[src/rtl/serial_pkg.sv]
// serial_pkg: state encoding and timing helpers shared by the serial transmitter and receiver
package serial_pkg;
  typedef enum logic [1:0] {Ready, Transmit, Receive} t_serial_state;
  function automatic int timeout_limit(input int cycles, input int main_hz, input int serial_hz);
    return int'(longint'(cycles) * longint'(main_hz) / longint'(serial_hz));
  endfunction
endpackage

[src/rtl/sync_edge.sv]
// sync_edge: multi-stage synchroniser with a detector for transitions into EDGE_LEVEL
module sync_edge #(
  parameter int STAGES     = 2,
  parameter bit INACTIVE   = 1'b1,
  parameter bit EDGE_LEVEL = 1'b0
) (
  input  logic in_clk,
  input  logic in_rst,
  input  logic in_async,
  output logic out_sync,
  output logic out_edge
);
  logic [STAGES-1:0] sync_q;
  logic prev_q;
  // shift the asynchronous input through the chain and remember the last synchronised value
  always_ff @(posedge in_clk) begin
    if (in_rst) begin
      sync_q <= {STAGES{INACTIVE}};
      prev_q <= INACTIVE;
    end else begin
      sync_q <= {sync_q[STAGES-2:0], in_async};
      prev_q <= sync_q[STAGES-1];
    end
  end
  assign out_sync = sync_q[STAGES-1];
  assign out_edge = (out_sync == EDGE_LEVEL) && (prev_q != EDGE_LEVEL);
endmodule

[src/rtl/deserial.sv]
// deserial: oversampling serial-to-parallel receiver assembling BITS-bit words
module deserial
  import serial_pkg::*;
#(
  parameter int MAIN_CLK_HZ           = 50_000_000,
  parameter int SERIAL_CLK_HZ         = 10_000,
  parameter bit SERIAL_CLK_INACTIVE   = 1'b1,
  parameter bit SERIAL_DATA_INACTIVE  = 1'b1,
  parameter int BITS                  = 8,
  parameter bit LOWBIT_FIRST          = 1'b1,
  parameter int SYNC_STAGES           = 2,
  parameter int TIMEOUT_SERIAL_CYCLES = 2
) (
  input  logic            in_clk,
  input  logic            in_rst,
  input  logic            in_serial_clk,
  input  logic            in_serial,
  input  logic            in_enable,
  output logic [BITS-1:0] out_parallel,
  output logic            out_word_valid,
  output logic            out_busy,
  output logic            out_ready
);
  localparam int LIMIT = timeout_limit(TIMEOUT_SERIAL_CYCLES, MAIN_CLK_HZ, SERIAL_CLK_HZ);
  localparam int CTR_W = $clog2(BITS) + 1;
  localparam int TMO_W = $clog2(LIMIT + 1);
  t_serial_state state_q, state_d;
  logic [CTR_W-1:0] bit_ctr;
  logic [TMO_W-1:0] tmo;
  logic [BITS-1:0] shreg;
  logic done, sclk_edge, sdata, rx, take, last, expire;
  sync_edge #(.STAGES(SYNC_STAGES), .INACTIVE(SERIAL_CLK_INACTIVE), .EDGE_LEVEL(!SERIAL_CLK_INACTIVE)) u_clk (
    .in_clk(in_clk), .in_rst(in_rst), .in_async(in_serial_clk), .out_sync(), .out_edge(sclk_edge)
  );
  sync_edge #(.STAGES(SYNC_STAGES), .INACTIVE(SERIAL_DATA_INACTIVE), .EDGE_LEVEL(!SERIAL_DATA_INACTIVE)) u_data (
    .in_clk(in_clk), .in_rst(in_rst), .in_async(in_serial), .out_sync(sdata), .out_edge()
  );
  // next state and per-cycle decisions; disable beats a coincident edge
  always_comb begin
    state_d = in_enable ? Receive : Ready;
    rx      = (state_q == Receive) && in_enable;
    take    = rx && sclk_edge;
    last    = bit_ctr == CTR_W'(BITS - 1);
    expire  = tmo == TMO_W'(LIMIT);
  end
  // state register, shifter, bit/timeout counters and delayed word output
  always_ff @(posedge in_clk) begin
    if (in_rst) begin
      state_q        <= Ready;
      bit_ctr        <= '0;
      tmo            <= '0;
      shreg          <= '0;
      done           <= 1'b0;
      out_parallel   <= '0;
      out_word_valid <= 1'b0;
    end else begin
      state_q        <= state_d;
      done           <= take && last;
      out_word_valid <= done;
      out_parallel   <= done ? shreg : out_parallel;
      shreg          <= !take ? shreg : LOWBIT_FIRST ? {sdata, shreg[BITS-1:1]} : {shreg[BITS-2:0], sdata};
      bit_ctr        <= !rx ? '0 : take ? (last ? '0 : bit_ctr + CTR_W'(1)) : expire ? '0 : bit_ctr;
      tmo            <= (rx && bit_ctr != '0 && !take && !expire) ? tmo + TMO_W'(1) : '0;
    end
  end
  assign out_busy  = (state_q == Receive) && (bit_ctr != '0);
  assign out_ready = state_q == Ready;
endmodule
[config.mk]
export PLATFORM = sky130hd
export DESIGN_NAME = deserial
export DESIGN_NICKNAME = d
export VERILOG_FILES = /design/src/rtl/serial_pkg.sv /design/src/rtl/sync_edge.sv /design/src/rtl/deserial.sv
export SDC_FILE = /design/constraint.sdc
export NUM_CORES = 1
export LEC_CHECK = 0
export BUFFER_PORTS_ARGS = -buffer_cell sky130_fd_sc_hd__clkbuf_2
export CAP_MARGIN = 40
export CORE_ASPECT_RATIO = 1.75
export CORE_UTILIZATION = 28
export DETAILED_ROUTE_END_ITERATION = 8
export GPL_ROUTABILITY_DRIVEN = 0
export REMOVE_ABC_BUFFERS = 1
export SLEW_MARGIN = 20
export SYNTH_ARGS = -nofsm -noshare
export SYNTH_HDL_FRONTEND = slang
export SYNTH_SLANG_ARGS = --single-unit
[constraint.sdc]
create_clock -name in_clk -period 2.1 [get_ports in_clk]
set_input_delay 0.21 -clock in_clk [delete_from_list [all_inputs] [get_ports in_clk]]
set_output_delay 0.21 -clock in_clk [all_outputs]
set_load 0.03 [all_outputs]
# Word-level counts from Yosys, hierarchy flattened
# Cells that the tools add are included.
[totals]
ff_bits = 43
output_inout_bits = 11
[op_classes]
reduce_logical = 15
muxes = 4
n_addsub = 2
bitwise = 3
eq_ne = 3
[ops]
columns = ["cell", "count"]
rows = [
  ["$add 14x1->14 const B", 1],
  ["$eq 14x14->1 const B", 1],
  ["$mux 4", 3],
  ["$logic_and 1x1->1", 8],
  ["$add 4x1->4 const B", 1],
  ["$eq 4x3->1 const B", 1],
  ["$reduce_bool 4->1", 1],
  ["$reduce_or 2->1", 2],
  ["$not 1->1", 3],
  ["$eq 2x2->1 const B", 1],
  ["$logic_not 1->1", 2],
  ["$logic_not 2->1", 1],
  ["$mux 2", 1],
  ["$reduce_bool 2->1", 1],
]

# Longest topological paths before layout
# Gate-level depths: netlist of the first run.
[depth]
depth_word = 8
mapped_depth = 7

# Modules after synthesis
# Synthesis of the first run repeated with hierarchy kept, for this count alone.
[unflattened]
hier_cells = 183
area_unflattened_um2 = 1679.1
[modules_own_cells]
columns = ["module", "area_per_inst_um2", "cells_each", "seq_area_each_um2", "n_inst"]
rows = [
  ["deserial", 1508.9, 169, 740.7, 1],
  ["sync_edge", 85.1, 7, 60.1, 2],
]

# Least setup slack after synthesis of the first run
# OpenSTA, ideal clock, no wires.
[synth_path]
path_type = "reg2reg"
startpoint = "register tmo[6]"
endpoint = "register tmo[5]"
path_slack_ps = 323
path_stages_with_launch = 6
n_path_buf = 1
t_arrival_ps = 1662
synth_period_minus_slack_ps = 1777
cell_sequence = "dfxtp_1 or4_1 or4_4 nand3_4 buf_12 nor2_2"
[synth_via]
elab_chain_cells = 5
[synth_rtl]
columns = ["item", "line", "source"]
rows = [
  ["start: declaration", "deserial.sv:29", "logic [TMO_W-1:0] tmo;"],
  ["start signal: assignment", "deserial.sv:63", "tmo <= (rx && bit_ctr != '0 && !take && !expire) ? tmo + TMO_W'(1) : '0;"],
  ["$eq 14x14->1", "deserial.sv:44", "expire = tmo == TMO_W'(LIMIT);"],
  ["$logic_not 1->1", "deserial.sv:63", ""],
  ["$logic_and 1x1->1", "deserial.sv:63", ""],
  ["$not 1->1 (no line)", "n/a", ""],
  ["$reduce_or 2->1 (no line)", "n/a", ""],
]
# No other way between the ends.
# A chain may end at the register's enable or synchronous reset.

# Final worst setup path of the first run
[layout_path]
startpoint = "register tmo[6]"
endpoint = "register tmo[2]"
# The elaborated chain is that of the path after synthesis.

==> results.cfg, run 1 <==
[worst_setup_path]
crit_fanout = 14
cp_data_arrival_time_ns = 2.04
endpoint_kind = flop
worstSetupPathType = reg2reg
startpoint_type = flop
cp.required_ns = 2.28
ff2ff_setup_slack_ns = 0.24

[cells_and_area]
nNetsFinal = 210
drive_above_1_share = 0.1980
diodes = 0
syn_to_final_growth_pct = 15.45

[floorplan]
rows = 37
fp.dieW_um = 60.91
coreArea_um2 = 5879
initial_core_util = 0.2892
ios = 16
fp.dieH_um = 105.1
die-area_um2 = 6401

[placed_design]
portBuffers = 15
hpwl_mm = 2.300

[outcome]
status = completed

[detailed_routing]
antenna_left = 0
num_vias = 1282
drt_iter0_markers = 58
drt_pre_antenna_iters = 4
wl_per_cell_um = 10.95
wl_mm = 3.065
drc = 0
vias_per_cell = 4.579

[cts]
cts_root_buf = clkbuf_8
cts-resized-gates = 0
cts_num_sinks = 42
numCtsBuffers = 5
clk_latency_ns = 0.29
cts_max_level = 2
clkSlewWorstSetupHoldPaths_ns = 0.07
cts_tree = built
cts_hold_buf = 0
clock_path_buffers = 2
post_cts_buffers = 0

[synth]
ys_ff_latch = 42
ys_seq_area_frac = 0.4945
synthArstFlopShare = 0
synthTopCellsByArea = dfxtp_1, nand2_1, mux2i_1
synth_top_area_cell = dfxtp_1
ys_types = 34
syn_inst = 182
yosys-top-cells-count = dfxtp_1, nand2_1, nor2_1, a21oi_1, nor2_2
yosys_warnings = 0
synth_flop_cell = dfxtp_1
syn_area_um2 = 1700
avgSynthCellArea_um2 = 9.343
yosysMostFrequentCell = dfxtp_1
yosys.area.top_type_share = 0.4945
synth_edf_count = 0

[power]
p_seq_frac = 0.558
p_sw_uw = 273.7
p_leak_uw = 0.0006566
combPwrFrac = 0.017
vdd_drop_max_mv = 0.2786
p_int_uw = 1166
powerDensity_nw_per_um2 = 733.3
clkPwrFrac = 0.425
finalPower_uw = 1439
swShare = 0.1901

[global_routing]
grtUsageTotal = 0.1023
antenna_found_initial = 0
grt_pass1_wl_mm = 4.933
grt_max_degree = 25
grt.overflow.total = 0
grt_pass1_vias = 1186

[hold_path]
hold_path.class = in2reg

[timing]
slew_viol_final = 0
rsz0062_at_grt = no
fmax_ghz = 0.5378
worstMarginPinSlew_ns = 0.4865
finalCritPeriodShare = 0.8854
finalSetupTns_ns = 0
hold_viol_final = 0
post-route-min-period_ns = 1.859
setup_violations = 0
skew_ns = 0.002122
relSlewSlack = 0.6752

[job]
maxCapViolations = 0
[per-stage QoR]
stage	area (um2)	setup WS (ns)	utilization	hold slack, ns	std cells
floorplan	1662	0.3493	-	0.2791	176
global placement	1857	0.2730	0.3158	0.3871	272
detailed placement	1857	0.2389	0.3158	0.3901	272
CTS	1963	0.2323	0.3339	0.09149	280
global route	1963	0.1364	0.3339	0.09804	280
finish	1963	0.2406	0.3339	0.09681	280
[final timing paths]
path | startpoint | end | depth (start not counted)
setup / recovery | tmo[6] | tmo[2] | 4
hold / removal | in_serial | u_data.sync_q[0] | 2
setup reg to reg | tmo[6] | tmo[2] | 4
hold reg to reg | u_clk.sync_q[0] | u_clk.sync_q[1] | 1
[registers in the layout, summed over array words and instances, names as in the netlist]
name	count
out_word_valid	1
u_clk.sync_q	2
done	1
out_parallel	8
tmo	14
bit_ctr	4
shreg	8
u_data.sync_q	2
state_q	1
u_clk.prev_q	1
[cell families after synthesis]
| logic type | count (synthesis) | share of synthesized area |
|---|---|---|
| AO/OA/AOI/OAI | 16 | 0.05151 |
| XOR/XNOR | 12 | 0.06181 |
| adder cells (fa/ha/maj) | 4 | 0.02943 |
| buffers and inverters | 14 | 0.04047 |
| flip-flops | 42 | 0.4945 |
| multiplexers | 8 | 0.04710 |
| AND/OR/NAND/NOR | 86 | 0.2752 |
[worst max-delay path, cell delays in order (launching register included)]
cell and delay [ns]:
dfxtp_1 0.36, or4_1 0.53, or4_4 0.54, nand3_4 0.24, nor2_1 0.08
[final cells by class]
| cell class | instances | area [um2] |
|---|---|---|
| clock buffers | 7 | 76.32 |
| clock inverters | 1 | 30.03 |
| fillers | 631 | 3916 |
| inverters | 8 | 30.03 |
| multi-input cells | 126 | 790.8 |
| flip-flops and latches | 42 | 840.8 |
| well taps | 78 | 97.59 |
| repair buffers | 18 | 97.59 |
[routing by layer]
layer / wire [um] / global-route usage
met1: 1188 / 0.08666
met2: 1726 / 0.2009
met3: 93 / 0.02970
met4: 57 / 0.04383
met5: 0 / 0
[power groups by stage]
stage	registers, uW	logic, uW	clock network [uW]
3_5_place_dp	822	24.4	0
3_3_place_gp	822	24.6	0
2_1_floorplan	821	9.79	0
5_1_grt	804	26.8	655
6_report	804	24.0	612
4_1_cts	803	24.6	629
[cells in the final DEF (no fill, tap or decap), drive strengths merged, types with 3 or more instances in the layout]
| master | instances |
|---|---|
| or2 | 5 |
| mux2i | 8 |
| nand4 | 7 |
| clkbuf | 22 |
| nand3 | 9 |
| xor2 | 7 |
| nand2 | 22 |
| ha | 4 |
| a21oi | 12 |
| inv | 8 |
| nor2 | 26 |
| buf | 3 |
| xnor2 | 5 |
| dfxtp | 42 |
Note: power is estimated with default switching activity, not from simulation.
==> inputs of run 2 (changes only) <==
==> constraint.sdc (replaced) <==
create_clock -name in_clk -period 2.1 [get_ports in_clk]
set_input_delay 0 -clock in_clk [delete_from_list [all_inputs] [get_ports in_clk]]
set_output_delay 0 -clock in_clk [all_outputs]
set_load 0.03 [all_outputs]
==> results.cfg, run 2 (synthesized netlist as in run 1, its figures left out) <==
[timing]
fmax_ghz = 0.5371
fin_ws_ns = 0.2382
finalCritPeriodShare = 0.8866
worstMarginPinSlew_ns = 0.4857
rsz0062_at_grt = no
relSlewSlack = 0.6758
skew_ns = 0.002621
holdWs_ns = 0.09752
slew_viol_final = 0
setup_violations = 0
hold_viol_final = 0
post-route-min-period_ns = 1.862
finalSetupTns_ns = 0

[cts]
cts_max_level = 2
cts_tree = built
clkSlewWorstSetupHoldPaths_ns = 0.07
post_cts_buffers = 0
clock_path_buffers = 2
cts-resized-gates = 0
numCtsBuffers = 5
clk_latency_ns = 0.29
cts_num_sinks = 42
cts_root_buf = clkbuf_8

[detailed_routing]
antenna_left = 0
drc = 0
wl_mm = 3.099
vias_per_cell = 4.590
wl_per_cell_um = 10.95
num_vias = 1299
drt_iter0_markers = 50
drt_pre_antenna_iters = 4

[cells_and_area]
stdcell_count = 283
diodes = 0
design_area_um2 = 1993
regMostFlops = tmo
syn_to_final_growth_pct = 17.22
final_common_cell = dfxtp_1
drive_above_1_share = 0.1951
reg_top3 = tmo x14, out_parallel x8, shreg x8
layout_common_cells = dfxtp_1, nand2_1, nor2_1, clkbuf_2, a21oi_1
largest_reg_flops = 14
nNetsFinal = 213

[power]
powerDensity_nw_per_um2 = 724.3
p_leak_uw = 0.0006692
vdd_drop_max_mv = 0.2783

[global_routing]
grtUsageTotal = 0.1035
grt_max_degree = 25
grt_pass1_vias = 1202
grt_pass1_wl_mm = 4.995
antenna_found_initial = 0
grt.overflow.total = 0

[floorplan]
die-area_um2 = 6401
ios = 16
fp.dieH_um = 105.1
coreArea_um2 = 5879
fp.dieW_um = 60.91
rows = 37
initial_core_util = 0.2892

[outcome]
status = completed

[hold_path]
hold_path.class = in2reg

[worst_setup_path]
crit_fanout = 14
cp_slowest_cell = or4_4
startpoint_type = flop
worstSetupPathType = reg2reg
cpPeakStageDelay_ns = 0.54
endpoint_kind = flop
crit_chain = or4_1 > or4_4 > nand3_4 > nor2_1
cp_data_arrival_time_ns = 2.04
cp.required_ns = 2.28

[placed_design]
portBuffers = 15
hpwl_mm = 2.300
place_ws_ns = 0.2389
dp_cells = 272
dpl_cell_area_um2 = 1857

[job]
maxCapViolations = 0
[run 2: cell types whose count changed in the layout (fill, tap and decap cells not counted)]
cell / before / now
dlygate4sd3_1: 0 / 3
[run 2: cell type report]
class                   count  area, um2
fillers                   628       3886
flip-flops and latches     42      840.8
multi-input cells         126      790.8
repair buffers             21      127.6
well taps                  78      97.59
clock buffers               7      76.32
clock inverters             1      30.03
inverters                   8      30.03
[run 2: layer usage]
metal | wire length [um] | GRT usage
met5 | 0 | 0
met4 | 57 | 0.04383
met3 | 88 | 0.02970
met2 | 1742 | 0.2041
met1 | 1209 | 0.08742
[run 2: critical path: cells and delay by family (launching register included)]
| kind | cells | cell delay, ns |
|---|---|---|
| flip-flops | 1 | 0.36 |
| AND/OR/NAND/NOR | 4 | 1.39 |
[run 2: worst paths after layout]
kind | start | to | slack (ns) | cells past startpoint
setup / recovery | tmo[6] | tmo[2] | 0.24 | 4
hold / removal | in_rst | bit_ctr[1] | 0.1 | 3
setup reg to reg | tmo[6] | tmo[2] | 0.24 | 4
hold reg to reg | u_clk.sync_q[0] | u_clk.sync_q[1] | 0.41 | 1
[run 2: metrics by stage]
step           power [uW]    util
2_1_floorplan       831.1       -
3_3_place_gp        846.7  0.3158
3_5_place_dp        846.6  0.3158
4_1_cts              1461  0.3390
5_1_grt              1490  0.3390
6_report             1444  0.3390
[run 2: power by group]
group | internal, uW | total [uW] | switching (uW)
logic | 12.8 | 28.7 | 15.9
registers | 801 | 804 | 2.51
clock network | 355 | 611 | 256
total | 1170 | 1440 | 274
[run 2: what timing repair did]
item | 4_1_cts | 5_1_grt
setup endpoints to repair | 0 | 0
endpoints found under the hold margin | 3 | 0
hold buffers | 3 | 0
==> inputs of run 3 (changes only) <==
CAP_MARGIN = 10   (was 40)
CELL_PAD_IN_SITES_DETAIL_PLACEMENT = 0   (was not set)
CELL_PAD_IN_SITES_GLOBAL_PLACEMENT = 1   (was not set)
PLACE_DENSITY_LB_ADDON = 0.1   (was not set)
==> results.cfg, run 3 (synthesized netlist as in run 1, its figures left out) <==
[outcome]
status = completed

[floorplan]
die-area_um2 = 6401
fp.dieW_um = 60.91
ios = 16
coreArea_um2 = 5879
fp.dieH_um = 105.1
initial_core_util = 0.2892
rows = 37

[global_routing]
grt.overflow.total = 0
grt_max_degree = 25
grt_pass1_wl_mm = 6.016
grtUsageTotal = 0.1273
grt_pass1_vias = 1338
antenna_found_initial = 0

[cells_and_area]
largest_reg_flops = 14
design_area_um2 = 1996
layout_common_cells = dfxtp_1, nand2_1, nor2_1, clkbuf_2, a21oi_1
nNetsFinal = 213
fillCellCount = 646
syn_to_final_growth_pct = 17.37
stdcell_count = 283
reg_top3 = tmo x14, out_parallel x8, shreg x8
final_common_cell = dfxtp_1
regMostFlops = tmo
drive_above_1_share = 0.2049
diodes = 0

[cts]
cts_max_level = 2
cts_tree = built
clk_latency_ns = 0.29
clock_path_buffers = 2
cts_num_sinks = 42
clkSlewWorstSetupHoldPaths_ns = 0.08
cts_root_buf = clkbuf_8
numCtsBuffers = 5
post_cts_buffers = 0

[job]
maxCapViolations = 0

[detailed_routing]
wl_mm = 3.552
antenna_left = 0
drc = 0
num_vias = 1293
drt_pre_antenna_iters = 6
vias_per_cell = 4.569
drt_iter0_markers = 40
wl_per_cell_um = 12.55

[placed_design]
hpwl_mm = 2.631
portBuffers = 15
dp_cells = 272
dpl_cell_area_um2 = 1857

[power]
p_leak_uw = 0.0006746
powerDensity_nw_per_um2 = 729.4
vdd_drop_max_mv = 0.4529

[worst_setup_path]
reg2reg_depth = 4
ff2ff_setup_slack_ns = 0.23
crit_start = tmo[6]
crit_fanout = 14
r2r_end = tmo[13]
crit-reg2reg-launch = tmo[6]
endpoint_kind = flop
startpoint_type = flop
cp_data_arrival_time_ns = 2.05
worstSetupPathType = reg2reg
cp.required_ns = 2.28
crit_path_end = tmo[13]

[timing]
fmax_ghz = 0.5355
post-route-min-period_ns = 1.867
finalSetupTns_ns = 0
skew_ns = 0.002947
hold_viol_final = 0
finalCritPeriodShare = 0.8893
setup_violations = 0
relSlewSlack = 0.6693
slew_viol_final = 0
rsz0062_at_grt = no
worstMarginPinSlew_ns = 0.4954

[hold_path]
min_path_cells = 3
hold_path.class = in2reg
[run 3: cell count changes in the layout (fill, tap and decap cells not counted)]
cell,before,now
clkbuf_1,2,0
clkinv_2,0,2
[run 3: how the worst min path moves through the flow]
stage | from | end | slack, ns
after floorplan | in_rst | shreg[0] | 0.07
after global placement | in_serial_clk | u_clk.sync_q[0] | 0.18
after detailed placement | in_serial_clk | u_clk.sync_q[0] | 0.18
after CTS | in_rst | bit_ctr[1] | 0.13
after global routing | in_rst | out_parallel[4] | 0.18
final | in_rst | bit_ctr[1] | 0.14
[run 3: repair_timing]
item,4_1_cts,5_1_grt
hold endpoints to repair,3,0
hold buffers,3,0
setup endpoints to repair,0,0
resized for setup,0,0
[run 3: layer usage]
| metal | GRT usage | part of all wire | vias to the layer above |
|---|---|---|---|
| li1 | - | - | 652 |
| met1 | 0.1217 | 0.38 | 611 |
| met2 | 0.2308 | 0.57 | 20 |
| met3 | 0.03094 | 0.019 | 10 |
| met4 | 0.07305 | 0.034 | 0 |
| met5 | 0 | 0 | - |
[run 3: cell type report]
type                       count  area, um2  area share
clock buffer                   5      68.82     0.03448
clock inverter                 3      40.04     0.02006
inverter                       8      30.03     0.01505
multi-input combinational    126      790.8      0.3962
sequential                    42      840.8      0.4213
tap                           78      97.59     0.04890
timing repair buffer          21      127.6     0.06395
[run 3: where the power goes]
group | internal [uW] | total [uW] | switching, uW
Combinational | 12.8 | 29.9 | 17.1
Clock | 350 | 623 | 273
Sequential | 801 | 803 | 2.44
Total | 1160 | 1460 | 292
[run 3: critical path, cell delays in order (launching register included)]
cell and delay, ns:
dfxtp_1 0.37, or4_1 0.53, or4_4 0.54, nand3_4 0.24, nor2_1 0.07
[run 3: stage by stage]
| stage | utilization | hold WS, ns | power [uW] | setup WS, ns |
|---|---|---|---|---|
| floorplan | - | 0.06907 | 831.1 | 0.3493 |
| global placement | 0.3158 | 0.1813 | 847.7 | 0.2590 |
| detailed placement | 0.3158 | 0.1829 | 848.3 | 0.2294 |
| CTS | 0.3394 | 0.1295 | 1484 | 0.2144 |
| global route | 0.3394 | 0.1779 | 1527 | 0.1388 |
| finish | 0.3394 | 0.1360 | 1456 | 0.2326 |
